$ cat src/rtl/pipe_pkg.sv
// Shared types and constants for the pipelined datapath stage registers.
package pipe_pkg;

  typedef enum logic [1:0] {
    OCC_EMPTY = 2'd0,
    OCC_ONE   = 2'd1,
    OCC_FULL  = 2'd2
  } occ_e;

  localparam int PIPE_DEFAULT_WIDTH = 16;

endpackage

$ cat src/rtl/pipe_stage_reg_sat_counter.sv
// Saturating up-counter with synchronous active-high clear.
module sat_counter #(
  parameter int CNT_W = 16
) (
  input  logic             clk,
  input  logic             rst,
  input  logic             i_inc,
  output logic [CNT_W-1:0] o_cnt
);

  localparam logic [CNT_W-1:0] CNT_ONE = {{(CNT_W-1){1'b0}}, 1'b1};

  logic [CNT_W-1:0] r_cnt;

  always_ff @(posedge clk) begin
    if (rst)
      r_cnt <= '0;
    else if (i_inc && (r_cnt != {CNT_W{1'b1}}))
      r_cnt <= r_cnt + CNT_ONE;
  end

  assign o_cnt = r_cnt;

endmodule

$ cat src/rtl/pipe_stage_reg.sv
// Pipeline stage register with a 2-entry skid buffer, valid/ready handshake and flush.
// Optional stall counter enabled by defining PIPE_STAGE_STALL_CNT_EN.
module pipe_stage_reg
  import pipe_pkg::*;
#(
  parameter int               WIDTH     = PIPE_DEFAULT_WIDTH,
  parameter logic [WIDTH-1:0] RESET_VAL = '0,
  parameter int               CNT_W     = 16
) (
  input  logic             clk,
  input  logic             rst,
  input  logic             flush,
  input  logic             in_valid,
  output logic             in_ready,
  input  logic [WIDTH-1:0] in_data,
  output logic             out_valid,
  input  logic             out_ready,
  output logic [WIDTH-1:0] out_data
`ifdef PIPE_STAGE_STALL_CNT_EN
  ,
  output logic [CNT_W-1:0] stall_cnt
`endif
);

  occ_e             r_occ;
  occ_e             w_occ_nxt;
  logic [WIDTH-1:0] r_data;
  logic [WIDTH-1:0] r_skid;
  logic             w_valid;
  logic             w_skid_valid;
  logic             w_acc;
  logic             w_pop;
  logic             w_ld_main;
  logic             w_main_from_skid;
  logic             w_ld_skid;

  assign w_valid      = (r_occ != OCC_EMPTY);
  assign w_skid_valid = (r_occ == OCC_FULL);

  // in_ready looks only at state (and rst), so it never combinationally follows out_ready.
  assign in_ready  = !w_skid_valid && !rst;
  assign out_valid = w_valid;
  assign out_data  = r_data;

  assign w_acc = in_valid && in_ready;
  assign w_pop = w_valid && out_ready;

  always_comb begin
    w_occ_nxt        = r_occ;
    w_ld_main        = 1'b0;
    w_main_from_skid = 1'b0;
    w_ld_skid        = 1'b0;
    case (r_occ)
      OCC_EMPTY: begin
        if (w_acc) begin
          w_occ_nxt = OCC_ONE;
          w_ld_main = 1'b1;
        end
      end
      OCC_ONE: begin
        if (w_pop && !w_acc) begin
          w_occ_nxt = OCC_EMPTY;
        end else if (w_pop && w_acc) begin
          w_ld_main = 1'b1;
        end else if (w_acc) begin
          w_occ_nxt = OCC_FULL;
          w_ld_skid = 1'b1;
        end
      end
      OCC_FULL: begin
        // Skid drains into main; the skid entry is never bypassed.
        if (w_pop) begin
          w_occ_nxt        = OCC_ONE;
          w_ld_main        = 1'b1;
          w_main_from_skid = 1'b1;
        end
      end
      default: w_occ_nxt = OCC_EMPTY;
    endcase
  end

  always_ff @(posedge clk) begin
    if (rst || flush) begin
      r_occ  <= OCC_EMPTY;
      r_data <= RESET_VAL;
      r_skid <= RESET_VAL;
    end else begin
      r_occ <= w_occ_nxt;
      if (w_ld_main)
        r_data <= w_main_from_skid ? r_skid : in_data;
      if (w_ld_skid)
        r_skid <= in_data;
    end
  end

`ifdef PIPE_STAGE_STALL_CNT_EN
  logic w_stall;

  assign w_stall = w_valid && !out_ready;

  sat_counter #(
    .CNT_W(CNT_W)
  ) u_stall_cnt (
    .clk   (clk),
    .rst   (rst),
    .i_inc (w_stall),
    .o_cnt (stall_cnt)
  );
`endif

endmodule

$ cat config.mk
export PLATFORM = sky130hd
export DESIGN_NAME = pipe_stage_reg
export DESIGN_NICKNAME = d
export VERILOG_FILES = /design/src/rtl/pipe_pkg.sv /design/src/rtl/pipe_stage_reg_sat_counter.sv /design/src/rtl/pipe_stage_reg.sv
export SDC_FILE = /design/constraint.sdc
export NUM_CORES = 1
export LEC_CHECK = 0
export CORE_UTILIZATION = 61
export DETAILED_ROUTE_END_ITERATION = 16
export DONT_BUFFER_PORTS = 1
export GPL_TIMING_DRIVEN = 0
export PLACE_DENSITY = 0.77
export SYNTH_ARGS = -nofsm -noshare
export SYNTH_HDL_FRONTEND = slang
export SYNTH_SLANG_ARGS = --single-unit
export TNS_END_PERCENT = 100
$ cat constraint.sdc
create_clock -name clk -period 1.5 [get_ports clk]
set_input_delay 0.15 -clock clk [delete_from_list [all_inputs] [get_ports clk]]
set_output_delay 0.15 -clock clk [all_outputs]
set_load 0.01 [all_outputs]
==> results.md <==
* Area leader, netlist: dfxtp_1
* Grt met3 use at 6.32%
* Kind of critical path: flip-flop to flip-flop
* Met1 Use GR at 40.4%
* First-pass GRT wire length at 6120 um
* Via density at 6.48
* H-Tree Depth at 2
* Dominant synthesized flop cell: dfxtp_1
* Largest net degree at the start of global routing at 11
* CTS tree: yes
* Total congestion overflow at 0
* Clock slew at reported path FFs at 0.10 ns
* Share of cells above drive strength 1 at between 10% and 20%
* IO buf count at 0
* Fillers at 187
* Root Buffer: clkbuf_4
* Syn_nets at 211
* RSZ-0062 raised after global routing: false
* Pwr Density at 866 mW/mm^2
* Reg2Reg Setup Slack at 0.07 ns
* Total core area at 0.00245 sq mm
* Met2 GRT Util at 50.0%
* Share of the synthesized area in the top cell type at 43.0%
* Worst Path Max Fanout at 10
* Syn_area_per_cell at about 8.3 sq um
* Vias in the first global route at 1304
* Worst Tran Pin Value at 0.525 ns
* Layout Nets at 236
* Via count at 1594
* GPL Wtd Cong at 0.804
* Register area share after synthesis at between 40% and 50%
* #FFs+latches synth at 34
* Initial antenna violation count at 0
* Slew margin rel. at 65.0%
* CP Capture Type: flip-flop
* Initial core utilization at between 60% and 70%
* Drt first pass iters at 4
* Max cap viols at 0
* Area contributors post-synth: dfxtp_1 43%, a311oi_1 18%, nand2_1 8.1%
* CTS buffer count at 5
* Top cells by count, synth: 34 x dfxtp_1, 34 x nand2_1, 32 x a311oi_1
* WP data arrival at 1.68 ns
* Skew final at 0.00770 ns
* Tmin final at approximately 1.4 ns
* Buffers from clock root to sink, at most at 2
* Fmax at 0.698 GHz
* Routed WL at just over 4000 um
* Pleak at ~0.64 nW
* Number of flops mapped to enable cells by yosys at 0
* Startpoint types: flip-flop
* Clock latency on the worst-skew pair at 0.34 ns
* Slew Viols, Final at 0
* ANT cells at 0
* Layout area overhead at 19.9%
* 1st-iter DRT viols at 55
* Final setup TNS at 0 ns
* Clk sinks at 34
* Synth cell types at 25
* Delay of the slowest critical-path stage at 0.40 ns
* Min-delay worst type: primary input to flip-flop
* Final setup vio count at 0
* Most common cell on crit path: buf_6
* I/O Pins at 39
* Syn Std Cell Area at 0.00158 sq mm
* CP max stage cell: dfxtp_4
* Die Ht at 52.9 um
* Status: completed
* WL/cell at approximately 17 um
* Row count at 18
* Final Hold Fails at 0
* Worst IR Drop VDD at 0.874 mV
* Global Route Usage Sum at roughly 31%
* # DRC at 0
* Tcrit/Tclk final at 95.5%
* Synthesis Warnings at 0
* Die ar. at 0.00280 sq mm
* Gr busiest metal: met2
* Placed insts at 220
* FFs w/ async S/R, synth at 0%
* Placed wire-length estimate at 2790 um
* Layout Cells excl Fill at 246
* CP Cell Sequence: and3b_1 > buf_6 > a31o_4 > buf_6 > a311oi_1
* Routed Antenna Nets at 0
* Worst EP required at 1.74 ns
* Synth Instances at 190
* Die width at 52.9 um
worst max-delay path: cells and delay by family (launching register included):
kind                   cells  cell delay (ns)
and+or+nand+nor            1             0.19
buffers and inverters      2             0.28
DFF                        1             0.40
AOI/OAI and AO/OA          2             0.48
layer usage:
metal	share of wire, %	routed length [um]
met3	6.9	282
met1	43	1760
met4	1.2	49
met2	49	2000
met5	0	0
area by class of cell:
class                      instances  area (sq um)  area share [%]
clock buffer                       7          55.1            2.90
buffer                            23           125            6.60
multi-input combinational        131           805            42.4
timing repair buffer              18           175            9.23
tap                               30          37.5            1.98
sequential                        34           686            36.1
inverter                           2          8.76           0.462
clock inverter                     1          5.00           0.264
stage by stage:
step / hold WS [ns] / cell area [sq um] / utilization [%] / total power [mW] / setup WS (ns)
after floorplan: 0.298 / 1580 / - / 1.06 / 0.168
final: 0.00121 / 1900 / 77.3 / 1.64 / 0.0681
after global placement: 0.300 / 1620 / 66.0 / 1.08 / -0.0558
after CTS: 0.00331 / 1840 / 75.1 / 1.63 / -0.00899
after detailed placement: 0.305 / 1620 / 66.0 / 1.09 / -0.121
after global routing: 0.00778 / 1900 / 77.3 / 1.69 / 0.00184
flip-flops by register name, indices dropped and copies added (netlist names):
name / cells
r_skid: 16
out_data: 16
r_occ: 2
layout by cell type, fill, tap and decap left out, types with 2 or more instances in the layout:
cell type       n
a311oi_1       29
buf_6           2
a21oi_1        19
nand3_1        16
buf_4           3
dfxtp_1        32
clkbuf_1        8
a311oi_2        3
clkinv_2        2
clkbuf_4        7
buf_2           6
nand2_1        34
nor2_1          2
o21ai_0        16
dlygate4sd3_1  16
clkbuf_2        4
report_power, final:
| group | internal [mW] | total, mW | switching, mW |
|---|---|---|---|
| Clock | 0.227 | 0.531 | 0.303 |
| Combinational | 0.0853 | 0.172 | 0.0865 |
| Sequential | 0.920 | 0.941 | 0.0217 |
cells by family (layout without fill, tap and decap cells):
| family | after synthesis | after routing | synth area share [%] |
|---|---|---|---|
| compound gates | 69 | 69 | 30.5 |
| buf+inv | 25 | 51 | 7.59 |
| flops | 34 | 34 | 43.0 |
| mux | 1 | 1 | 0.633 |
| simple gates | 61 | 61 | 18.2 |
final timing paths:
path / start / to / depth (start not counted)
max: r_occ[0] / out_data[11] / 5
min: in_data[4] / out_data[4] / 2
max reg2reg: r_occ[0] / out_data[11] / 5
min reg2reg: r_skid[3] / r_skid[3] / 2
timing repair:
item | in CTS | in global routing
hold buffers | 16 | 0
setup endpoints to repair | 13 | 26
gates resized for setup | 4 | 12
setup buffers | 0 | 2
endpoints found under the hold margin | 30 | 0
Note: power is estimated with default switching activity, not from simulation.
